`src/rtl/pulse_event_sequencer.sv`:
```
// pulse_event_sequencer: queues one-cycle upstream events and sequences a
// start/busy/done handshake with a user core for each queued event.
// Optional RUN watchdog is compiled in when PULSE_SEQ_TIMEOUT_EN is defined;
// without it RUN waits indefinitely and o_timeout is tied low.
module pulse_event_sequencer #(
  parameter int unsigned CNT_W          = 3,
  parameter int unsigned BUSY_WAIT      = 4,
  parameter int unsigned TIMEOUT_CYCLES = 1024
) (
  input  logic             clk,
  input  logic             reset_n,
  input  logic             i_pulse,
  output logic             o_ready,
  output logic             o_start,
  input  logic             i_busy,
  output logic             o_done,
  output logic [CNT_W-1:0] o_pending,
  output logic             o_overflow,
  input  logic             i_clr_overflow,
  output logic             o_timeout
);

  typedef enum logic [2:0] {
    S_IDLE,
    S_START,
    S_WAIT_BUSY,
    S_RUN,
    S_DONE
  } state_t;

  localparam logic [CNT_W-1:0] CNT_MAX   = '1;
  localparam int unsigned      WAIT_W    = $clog2(BUSY_WAIT + 1);
  localparam logic [WAIT_W-1:0] WAIT_LAST = WAIT_W'(BUSY_WAIT - 1);

  state_t            r_state;
  state_t            w_next;
  logic [CNT_W-1:0]  r_pending;
  logic [WAIT_W-1:0] r_wait;
  logic              r_overflow;
  logic              w_dec;
  logic              w_full;
  logic              w_accept;
  logic              w_drop;
  logic              w_tmo_hit;

  // A pulse at full capacity is still taken when a start frees a slot in the same cycle.
  assign w_dec    = (r_state == S_START);
  assign w_full   = (r_pending == CNT_MAX);
  assign w_accept = i_pulse && (!w_full || w_dec);
  assign w_drop   = i_pulse && w_full && !w_dec;

  assign o_ready    = !w_full;
  assign o_pending  = r_pending;
  assign o_overflow = r_overflow;

  // Pending event counter: increment on accept, decrement when leaving START.
  always_ff @(posedge clk or negedge reset_n) begin
    if (!reset_n) begin
      r_pending <= '0;
    end else if (w_accept && !w_dec) begin
      r_pending <= r_pending + 1'b1;
    end else if (!w_accept && w_dec) begin
      r_pending <= r_pending - 1'b1;
    end
  end

  // Sticky overflow flag; a drop in the same cycle as a clear keeps it set.
  always_ff @(posedge clk or negedge reset_n) begin
    if (!reset_n) begin
      r_overflow <= 1'b0;
    end else if (w_drop) begin
      r_overflow <= 1'b1;
    end else if (i_clr_overflow) begin
      r_overflow <= 1'b0;
    end
  end

  // Cycles spent in WAIT_BUSY; held at zero in every other state.
  always_ff @(posedge clk or negedge reset_n) begin
    if (!reset_n) begin
      r_wait <= '0;
    end else if (r_state != S_WAIT_BUSY) begin
      r_wait <= '0;
    end else begin
      r_wait <= r_wait + 1'b1;
    end
  end

`ifdef PULSE_SEQ_TIMEOUT_EN
  localparam int unsigned      TMO_W    = $clog2(TIMEOUT_CYCLES + 1);
  localparam logic [TMO_W-1:0] TMO_LAST = TMO_W'(TIMEOUT_CYCLES - 1);

  logic [TMO_W-1:0] r_tmo;
  logic             r_timeout;

  // RUN watchdog: counts cycles in RUN, zero on entry.
  always_ff @(posedge clk or negedge reset_n) begin
    if (!reset_n) begin
      r_tmo <= '0;
    end else if (r_state != S_RUN) begin
      r_tmo <= '0;
    end else begin
      r_tmo <= r_tmo + 1'b1;
    end
  end

  assign w_tmo_hit = (r_state == S_RUN) && i_busy && (r_tmo == TMO_LAST);

  // Sticky timeout flag; a watchdog hit in the same cycle as a clear keeps it set.
  always_ff @(posedge clk or negedge reset_n) begin
    if (!reset_n) begin
      r_timeout <= 1'b0;
    end else if (w_tmo_hit) begin
      r_timeout <= 1'b1;
    end else if (i_clr_overflow) begin
      r_timeout <= 1'b0;
    end
  end

  assign o_timeout = r_timeout;
`else
  logic w_unused_tmo_cfg;
  assign w_unused_tmo_cfg = ^TIMEOUT_CYCLES;
  assign w_tmo_hit        = 1'b0;
  assign o_timeout        = 1'b0;
`endif

  // FSM state register.
  always_ff @(posedge clk or negedge reset_n) begin
    if (!reset_n) begin
      r_state <= S_IDLE;
    end else begin
      r_state <= w_next;
    end
  end

  // FSM next-state logic.
  always_comb begin
    w_next = r_state;
    case (r_state)
      S_IDLE:      if (r_pending != '0) w_next = S_START;
      S_START:     w_next = S_WAIT_BUSY;
      S_WAIT_BUSY: begin
        if (i_busy) begin
          w_next = S_RUN;
        end else if (r_wait == WAIT_LAST) begin
          w_next = S_DONE;
        end
      end
      S_RUN:       if (!i_busy || w_tmo_hit) w_next = S_DONE;
      S_DONE:      w_next = S_IDLE;
      default:     w_next = S_IDLE;
    endcase
  end

  // FSM outputs: single-cycle strobes decoded from state.
  always_comb begin
    o_start = 1'b0;
    o_done  = 1'b0;
    case (r_state)
      S_START: o_start = 1'b1;
      S_DONE:  o_done  = 1'b1;
      default: ;
    endcase
  end

endmodule

```
`config.mk`:
```
export PLATFORM = sky130hd
export DESIGN_NAME = pulse_event_sequencer
export DESIGN_NICKNAME = d
export VERILOG_FILES = /design/src/rtl/pulse_event_sequencer.sv
export SDC_FILE = /design/constraint.sdc
export NUM_CORES = 1
export LEC_CHECK = 0
export CORE_ASPECT_RATIO = 1.1
export CORE_UTILIZATION = 30
export CTS_CLUSTER_DIAMETER = 50
export DETAILED_ROUTE_END_ITERATION = 10
export PLACE_DENSITY = 0.56
export SKIP_CTS_REPAIR_TIMING = 1
export SYNTH_ARGS = -nofsm -noshare
export SYNTH_HDL_FRONTEND = slang
export SYNTH_SLANG_ARGS = --single-unit
```
`constraint.sdc`:
```
create_clock -name clk -period 2.75 [get_ports clk]
set_clock_uncertainty 0.2 [all_clocks]
set_input_delay 0.275 -clock clk [delete_from_list [all_inputs] [get_ports clk]]
set_output_delay 0.275 -clock clk [all_outputs]
set_load 0.03 [all_outputs]
```
==> metrics.txt <==
# TYPE chip_impl_metric gauge
chip_impl_metric{name="global_route.usage.met2",unit="%"} 14.6
chip_impl_metric{name="grt_usage",unit="%"} 12.4
chip_impl_info{name="mostFrequentLayoutCells",value="sky130_fd_sc_hd__clkdlybuf4s50_1, sky130_fd_sc_hd__dfrtp_1, sky130_fd_sc_hd__nor2_1"} 1
chip_impl_metric{name="timing.final.crit_share",unit="%"} 81.1
chip_impl_metric{name="avgViaCountPerCell",unit=""} 4.46
chip_impl_metric{name="r2r_setup_slack",unit="ns"} 0.52
chip_impl_metric{name="avgRoutedWirePerCell",unit="µm"} 10.7
chip_impl_metric{name="wire_length_of_the_first_global_routing_pass",unit="µm"} 1460
chip_impl_metric{name="crit_cells",unit=""} 9
chip_impl_metric{name="grt_overflow",unit=""} 0
chip_impl_metric{name="synth_sequential_area_ratio",unit="%"} 50.9
chip_impl_info{name="busiest_layer",value="met1"} 1
chip_impl_metric{name="port-buffer-count",unit=""} 11
chip_impl_metric{name="worst-r2r-cell-count",unit=""} 9
chip_impl_metric{name="die_width",unit="µm"} 40.6
chip_impl_metric{name="antenna_cells_inserted",unit=""} 0
chip_impl_metric{name="grt_start_max_net_pins",unit=""} 11
chip_impl_metric{name="critPathMaxFanout",unit=""} 7
chip_impl_metric{name="required_time_of_the_critical_path",unit="ns"} 2.73
chip_impl_metric{name="cp.buffers_inverters",unit=""} 1
chip_impl_info{name="rsz0062_at_grt",value="no"} 1
chip_impl_info{name="run_status",value="finished, final reports clean"} 1
chip_impl_info{name="worst_hold_path_type",value="input port to asynchronous set/reset pin"} 1
chip_impl_metric{name="initial_core_utilization",unit="%"} 33.8
chip_impl_metric{name="floorplan.die_area",unit="µm²"} 1810
chip_impl_metric{name="number_of_cell_rows",unit=""} 14
chip_impl_metric{name="synth.ff_latch_count",unit=""} 10
chip_impl_info{name="critical_path.startpoint",value="r_state[1]"} 1
chip_impl_metric{name="place.detailed.hpwl",unit="µm"} 583
chip_impl_info{name="cpLargestDelayFamily",value="simple AND/OR/NAND/NOR gates"} 1
chip_impl_info{name="synth_top_cell_by_area",value="sky130_fd_sc_hd__dfrtp_1"} 1
chip_impl_metric{name="final_critical_path_required_period",unit="ns"} 2.23
chip_impl_info{name="cts_tree",value="built"} 1
chip_impl_metric{name="fin_tns_setup",unit="ns"} 0
chip_impl_metric{name="critPathArrivalTime",unit="ns"} 2.21
chip_impl_metric{name="gr-usage-met3",unit="%"} 6.53
chip_impl_metric{name="vias",unit=""} 330
chip_impl_metric{name="areaGrowthSynthToFinish",unit="%"} 32.3
chip_impl_info{name="worstPathCellList",value="nor3b_2 > nor2_1 > nor2b_1 > ha_1 > inv_1 > fa_1 > xor2_1 > nor2_1 > xor2_1"} 1
chip_impl_metric{name="power.density",unit="nW/µm²"} 1230
chip_impl_metric{name="synth.distinct_cells",unit=""} 22
chip_impl_info{name="worst_path_class_setup",value="flip-flop to flip-flop"} 1
chip_impl_info{name="clock-root-buffer",value="sky130_fd_sc_hd__clkbuf_4"} 1
chip_impl_metric{name="power_leakage",unit="nW"} 0.300
chip_impl_metric{name="crit_path_max_incr_delay",unit="ns"} 0.45
chip_impl_metric{name="via_count_of_the_first_global_routing_pass",unit=""} 329
chip_impl_metric{name="drive_above_1_share",unit="%"} 10.3
chip_impl_metric{name="maxSlewViolCount",unit=""} 0
chip_impl_metric{name="yosysWarningCount",unit=""} 0
chip_impl_metric{name="grt_antenna_before_repair",unit=""} 0
chip_impl_metric{name="power.ir.vdd_worst",unit="mV"} 0.545
chip_impl_metric{name="finalHoldWorstSlack",unit="ns"} 0.127
chip_impl_metric{name="detail_route.wirelength",unit="µm"} 791
chip_impl_metric{name="netlist_area",unit="µm²"} 492
chip_impl_metric{name="clk_path_buf_depth",unit=""} 2
chip_impl_metric{name="finalSetupViolations",unit=""} 0
chip_impl_metric{name="cts_made_buffers",unit=""} 3
chip_impl_info{name="most_common_cell_after_layout_fill_and_taps_aside",value="sky130_fd_sc_hd__clkdlybuf4s50_1"} 1
chip_impl_info{name="critical_path.reg2reg.endpoint",value="o_pending[2]"} 1
chip_impl_metric{name="cts.reportedPaths.clkPinSlew",unit="ns"} 0.07
chip_impl_metric{name="ant_nets",unit=""} 0
chip_impl_metric{name="synth.net_count",unit=""} 53
chip_impl_info{name="timing.critical_path.from_type",value="flip-flop"} 1
chip_impl_metric{name="timing.max_cap.violations",unit=""} 0
chip_impl_metric{name="gp_congestion",unit=""} 0.615
chip_impl_info{name="timing.rr.start",value="r_state[1]"} 1
chip_impl_metric{name="post-synth-top-area-fraction",unit="%"} 50.9
chip_impl_metric{name="core_area",unit="µm²"} 1450
chip_impl_metric{name="io_pins",unit=""} 13
chip_impl_metric{name="drcViolationCount",unit=""} 0
chip_impl_metric{name="postSynthCellCount",unit=""} 44
chip_impl_info{name="synthTopCellsByArea",value="sky130_fd_sc_hd__dfrtp_1, sky130_fd_sc_hd__ha_1, sky130_fd_sc_hd__nor2_1, sky130_fd_sc_hd__fa_1, sky130_fd_sc_hd__inv_1"} 1
chip_impl_metric{name="gr-usage-met1",unit="%"} 18.2
chip_impl_metric{name="clock_insertion_delay_worst_skew",unit="ns"} 0.26
chip_impl_metric{name="detail_route.first_pass.iterations",unit=""} 3
chip_impl_metric{name="die_y",unit="µm"} 44.5
chip_impl_info{name="crit_end",value="o_pending[2]"} 1
chip_impl_info{name="worst_setup_path_end_kind",value="flip-flop"} 1
chip_impl_metric{name="initialDrtViolationCount",unit=""} 5
chip_impl_metric{name="fmaxAchievable",unit="MHz"} 448
chip_impl_metric{name="clock_tree.htree_level_count",unit=""} 1
chip_impl_metric{name="numClockSinks",unit=""} 10
chip_impl_metric{name="design.final.nets",unit=""} 68
chip_impl_metric{name="report.final.hold_viol_count",unit=""} 0
chip_impl_info{name="slowest_stage",value="sky130_fd_sc_hd__dfrtp_1"} 1
chip_impl_metric{name="synth.avg_cell_area",unit="µm²"} 11.2
sequential cells by signal, summed over array words and instances, names as in the netlist:
| signal | count |
|---|---|
| o_overflow | 1 |
| o_pending | 3 |
| r_state | 3 |
| r_wait | 3 |
per-layer routing:
layer / part of all wire (%) / vias up
li1: - / 168
met1: 53 / 153
met2: 40 / 9
met3: 6.4 / 0
met4: 0 / 0
met5: 0 / -
cell families after synthesis:
| kind of cell | Yosys count | share of synthesized area (%) |
|---|---|---|
| other | 1 | 0.763 |
| buffers and inverters | 6 | 5.34 |
| DFF | 10 | 50.9 |
| adders and majority gates | 4 | 11.7 |
| xor gates and xnor gates | 3 | 5.34 |
| AOI/OAI and AO/OA | 3 | 4.33 |
| muxes | 2 | 4.33 |
| and+or+nand+nor | 15 | 17.3 |
cells in the mapped netlist:
cell type	count
sky130_fd_sc_hd__conb_1	1
sky130_fd_sc_hd__mux2_2	1
sky130_fd_sc_hd__a22o_1	1
sky130_fd_sc_hd__nor3b_2	1
sky130_fd_sc_hd__or3_1	1
sky130_fd_sc_hd__xor2_1	2
sky130_fd_sc_hd__ha_1	3
sky130_fd_sc_hd__or3b_1	1
sky130_fd_sc_hd__nor2_1	6
sky130_fd_sc_hd__mux2i_1	1
sky130_fd_sc_hd__nor2b_1	1
sky130_fd_sc_hd__dfrtp_1	10
sky130_fd_sc_hd__nand3_1	1
sky130_fd_sc_hd__o21bai_1	1
sky130_fd_sc_hd__a21oi_1	1
sky130_fd_sc_hd__nor3_1	1
sky130_fd_sc_hd__inv_1	5
sky130_fd_sc_hd__buf_4	1
sky130_fd_sc_hd__fa_1	1
sky130_fd_sc_hd__nor3b_1	2
sky130_fd_sc_hd__nand2_1	1
sky130_fd_sc_hd__xnor2_1	1
worst min path at each step:
stage,start,end,slack [ns],cells after the start
after floorplan,reset_n,o_overflow,-0.22,0
after global placement,r_wait[0],r_wait[0],0.23,1
after detailed placement,r_wait[0],r_wait[0],0.23,1
after CTS,reset_n,r_wait[2],0.14,1
after global routing,reset_n,r_wait[2],0.16,1
final,reset_n,r_wait[2],0.13,1
layout make-up:
| cell class | count | area (µm²) |
|---|---|---|
| fillers | 134 | 803 |
| flip-flops and latches | 10 | 250 |
| multi-input cells | 28 | 215 |
| repair buffers | 11 | 110 |
| clock buffers | 4 | 36.3 |
| well taps | 16 | 20.0 |
| inverters | 5 | 18.8 |
stage by stage:
stage	power, mW	cell area, µm²	util, %	setup WS (ns)	std cells
floorplan	0.544	492	-	0.274	44
global placement	0.675	614	42.3	0.546	70
detailed placement	0.675	614	42.3	0.525	70
CTS	0.811	651	44.8	0.498	74
global route	0.874	651	44.8	0.276	74
finish	0.800	651	44.8	0.519	74
report_power, final:
| part | switching [mW] | total, mW | internal, mW | leakage (nW) |
|---|---|---|---|---|
| Sequential | 0.0736 | 0.284 | 0.210 | 0.126 |
| Clock | 0.0494 | 0.130 | 0.0803 | 0.0210 |
| Combinational | 0.199 | 0.386 | 0.187 | 0.153 |
| Total | 0.322 | 0.800 | 0.478 | 0.300 |
Power figures use the tool's default switching activity.
==> RTL edit 1, RTL diff (config.mk and constraints unchanged) <==
Register the output `o_overflow` once more; this adds one clock of latency there. The other outputs are not delayed to match.
--- a/src/rtl/pulse_event_sequencer.sv
+++ b/src/rtl/pulse_event_sequencer.sv
@@ -51,7 +51,9 @@
 
   assign o_ready    = !w_full;
   assign o_pending  = r_pending;
-  assign o_overflow = r_overflow;
+  always_ff @(posedge clk) begin
+    o_overflow <= r_overflow;
+  end
 
   // Pending event counter: increment on accept, decrement when leaving START.
   always_ff @(posedge clk or negedge reset_n) begin
Check against the original RTL: not equivalent (Yosys sat finds a counterexample within 10 cycles, from zero or initial values and one cycle with reset_n low).
==> RTL edit 1 against the original RTL <==
Combinational power grew 3%; total power increased by 0.95%; design area grew 2.5%; worst setup slack worse by 0.0068 ns; routed wire length is 9.1% higher; worst hold slack about the same; area after synthesis increased by 5.1%; sequential cell count rose by 1; sequential power grew 7.0%; maximum frequency decreased by 0.30%; highest routed layer unchanged.
==> RTL edit 1: results (changes against the original RTL) <==
[global_routing]
grt_pass1_wl_mm = 1.55  ; was 1.46 mm
grt_pass1_vias = 357  ; was 329
grt_util_all_layers = 0.111  ; was 0.124
antenna_found_initial = 0  ; unchanged
grt_max_degree = 11  ; unchanged

[final_layout]
nFillCells = 171  ; was 134
final_layout_size_suffix_gt1_frac = 0.150  ; was 0.103
nNetsFinal = 70  ; was 68
diodes = 0  ; unchanged

[yosys]
yosysWarnings = 0  ; unchanged
synth_nets = 55  ; was 53
yosys-top-cells-area = dfrtp_1 (48%), ha_1 (7.3%), dfxtp_1 (3.9%)  ; was dfrtp_1 (51%), ha_1 (7.6%), nor2_1 (4.6%)
synth-seq-area-share = 0.523  ; was 0.509
synth-async-reset-ratio = 0.909  ; was 1.00
synthTopCellsByCount = dfrtp_1 (10), inv_1 (5), nor2_1 (4)  ; was dfrtp_1 (10), nor2_1 (6), inv_1 (5)
synthDistinctLibCells = 24  ; was 22
avgSynthCellArea_um2 = 11.2  ; about the same

[detailed_routing]
drt_wl_total_um = 863  ; was 791 um
vias = 337  ; was 330
wl_per_cell_um = 11.2  ; was 10.7 um
drtIter0Drc = 0  ; was 5
drtPass1Iterations = 1  ; was 3

[clocking]
path_clk_slew_ns = 0.07  ; about the same
cts-root-buf = clkbuf_4  ; unchanged
cts_buffers = 3  ; unchanged
insertion_delay_ns = 0.26  ; about the same

[place]
place_inst = 73  ; was 70
dpl_cell_area_um2 = 641  ; was 614 um^2
hpwl_um = 668  ; was 583 um
pre_cts_ws_ns = 0.486  ; was 0.525 ns
place_congestion = 0.613  ; was 0.615

[setup_path]
slowest_delay_ns = 0.44
cp_top_family = simple AND/OR/NAND/NOR gates  ; unchanged
r2r-start = r_state[2]  ; was r_state[1]
r2r_setup_slack_ns = 0.51
crit_path_max_fanout = 6  ; was 7
worstRegToRegCells = 9  ; unchanged
r2r_end = o_pending[2]  ; unchanged

[pwr]
vdd_ir_drop_max_mv = 0.475  ; was 0.545 mV
p_leak_nw = 0.304  ; was 0.300 nW

[outcome]
status = completed  ; unchanged

[die]
initial_core_util = 0.324  ; was 0.338

[sta]
hold_slack_ns = 0.127  ; about the same
setup_tns_ns = 0  ; unchanged

RTL edit 1: cell count changes after synthesis, sizes merged:
cell | unedited run | this run
and2 | 0 | 1
dfxtp | 0 | 1
inv | 5 | 6
mux2i | 1 | 0
nor2 | 6 | 7
nor3 | 1 | 2
nor3b | 3 | 1
o31ai | 0 | 1
or3b | 1 | 0
RTL edit 1: final cells by class:
class | count | area [um^2] | area share
flip-flops and latches | 11 | 270 | 0.405
multi-input cells | 28 | 216 | 0.325
inverters | 6 | 22.5 | 0.0338
well taps | 17 | 21.3 | 0.0319
repair buffers | 11 | 110 | 0.165
clock buffers | 4 | 26.3 | 0.0394
RTL edit 1: power by group:
part / switching, W / internal [W]
clock: 0.0000498 / 0.0000559
combinational: 0.000212 / 0.000186
sequential: 0.0000725 / 0.000231
total: 0.000334 / 0.000473
RTL edit 1: cell families after synthesis:
group | after synthesis | share of synthesized area
fa+ha+maj | 4 | 0.111
simple gates | 15 | 0.172
buf+inv | 7 | 0.0581
xor+xnor | 3 | 0.0509
flops | 11 | 0.523
mux | 1 | 0.0218
other cells | 1 | 0.00726
compound gates | 4 | 0.0557
RTL edit 1: per-layer routing:
layer	global-route usage	share of wire
met1	0.143	0.49
met2	0.178	0.47
met3	0.0238	0.042
met4	0.0581	0
met5	0	0
RTL edit 1: worst max-delay path by stage:
| stage | from | endpoint | slack, ns |
|---|---|---|---|
| 2_1_floorplan | o_pending[0] | o_pending[1] | 0.27 |
| 6_report | r_state[2] | o_pending[2] | 0.51 |
| 4_1_cts | r_state[2] | o_pending[2] | 0.47 |
| 3_5_place_dp | r_state[2] | o_pending[2] | 0.49 |
| 3_3_place_gp | r_state[2] | o_pending[2] | 0.51 |
| 5_1_grt | r_state[2] | o_pending[2] | 0.29 |
==> RTL edit 2, RTL diff (same settings) <==
Without the edit above. Add a define of `PULSE_SEQ_TIMEOUT_EN`.
--- a/src/rtl/pulse_event_sequencer.sv
+++ b/src/rtl/pulse_event_sequencer.sv
@@ -2,6 +2,8 @@
 // start/busy/done handshake with a user core for each queued event.
 // Optional RUN watchdog is compiled in when PULSE_SEQ_TIMEOUT_EN is defined;
 // without it RUN waits indefinitely and o_timeout is tied low.
+`define PULSE_SEQ_TIMEOUT_EN
+
 module pulse_event_sequencer #(
   parameter int unsigned CNT_W          = 3,
   parameter int unsigned BUSY_WAIT      = 4,
Behaviour: no difference found for any inputs over 10 cycles, from zero or initial values and one cycle with reset_n low; that may be too few to reach the edited logic, so the function may still have changed.
==> RTL edit 2 against the original RTL <==
Total power increased by 40%; non-clock buffer count is 2 higher; worst setup slack got worse by 0.11 ns; die area grew 110%; clock power rose by 38%; sequential share of layout area rose by 4.5 points; area after synthesis up 120%; worst hold slack worse by 0.037 ns; routed wire length increased by 150%; core utilization shrank 6.6 points; design area is 97% higher; sequential cell count increased by 12; largest cell class unchanged; highest routed layer is now met4.
==> RTL edit 2: results (changes against the original RTL) <==
[place]
dpl_cell_area_um2 = 1240  ; was 614 um^2
hpwl_mm = 1.42  ; was 583 um
place_inst = 160  ; was 70
place_congestion = 0.877  ; was 0.615
io_buffers = 12  ; was 11
pre_cts_ws_ns = 0.433  ; was 0.525 ns

[yosys]
syn_inst = 100  ; was 44
synth_mux_area_frac = 0.0106  ; was 0.0433
yosys-top-cells-area = dfrtp_1 (52%), ha_1 (4.7%), a21oi_1 (3.3%)  ; was dfrtp_1 (51%), ha_1 (7.6%), nor2_1 (4.6%)
synthAdderAreaFrac = 0.0659  ; was 0.117
synthTopCellsByCount = dfrtp_1 (22), nor2_1 (8), a21oi_1 (7), inv_1 (7), nand2_1 (7)  ; was dfrtp_1 (10), nor2_1 (6), inv_1 (5)
synth_nets = 110  ; was 53
synth_compound_area_frac = 0.119  ; was 0.0433
synth_xor_area_frac = 0.0494  ; was 0.0534
synth-seq-area-share = 0.518  ; was 0.509
synthDistinctLibCells = 32  ; was 22

[clocking]
insertion_delay_ns = 0.31  ; was 0.26 ns
path_clk_slew_ns = 0.13  ; was 0.07 ns

[setup_path]
slowest_stage = dfrtp_1  ; unchanged
r2r-start = r_state[1]  ; unchanged
crit_path_max_fanout = 9  ; was 7
r2r_setup_slack_ns = 0.41  ; was 0.52 ns
arrival_ns = 2.38  ; was 2.21 ns
slowest_delay_ns = 0.49  ; was 0.45 ns
worstRegToRegCells = 9  ; unchanged

[detailed_routing]
drtIter0Drc = 24  ; was 5
drtPass1Iterations = 4  ; was 3
drt-met1-wl_mm = 1.01  ; was 421 um
wl_per_cell_um = 12.0  ; was 10.7 um
dr_wl_met2_um = 889  ; was 318 um
vias = 762  ; was 330
drt_wl_total_mm = 1.97  ; was 791 um
top_layer = met4  ; was met3
met3WireLength_um = 53  ; was 51 um

[pwr]
vdd_ir_drop_max_mv = 0.474  ; was 0.545 mV
p_leak_nw = 0.524  ; was 0.300 nW

[global_routing]
met2_usage = 0.185  ; was 0.146
grt_max_degree = 23  ; was 11
grt_util_all_layers = 0.120  ; was 0.124
grt_pass1_vias = 782  ; was 329
grtUsageMet1 = 0.161  ; was 0.182
grt_pass1_wl_mm = 3.47  ; was 1.46 mm
met3_usage = 0.0220  ; was 0.0653

[sta]
hold_slack_ns = 0.0901  ; was 0.127 ns
fmax_mhz = 427  ; was 448 MHz

[final_layout]
nNetsFinal = 127  ; was 68
largest_register_ffs = 11
final_layout_size_suffix_gt1_frac = 0.0948  ; was 0.103

[outcome]
status = completed  ; unchanged

[die]
dieArea_um2 = 3790  ; was 1810 um^2

## RTL edit 2: area by class of cell
type | count | area (um^2)
Inverter | 7 | 26.3
Timing Repair Buffer | 13 | 128
Tap cell | 48 | 60.1
Clock buffer | 4 | 36.3
Fill cell | 357 | 2080
Multi-Input combinational cell | 70 | 480
Sequential cell | 22 | 551
## RTL edit 2: report_power, final
| group | leakage [nW] | switching, W | internal (W) |
|---|---|---|---|
| clock network | 0.0210 | 0.0000983 | 0.0000808 |
| registers | 0.293 | 0.0000883 | 0.000396 |
| logic | 0.209 | 0.000254 | 0.000204 |
| total | 0.524 | 0.000441 | 0.000680 |
## RTL edit 2: worst max-delay path, delay by kind of cell (launching register included)
| family | cells | cell delay [ns] |
|---|---|---|
| AND/OR/NAND/NOR | 4 | 0.65 |
| buffers and inverters | 1 | 0.06 |
| XOR/XNOR | 2 | 0.30 |
| adder cells (fa/ha/maj) | 2 | 0.56 |
| flip-flops | 1 | 0.49 |
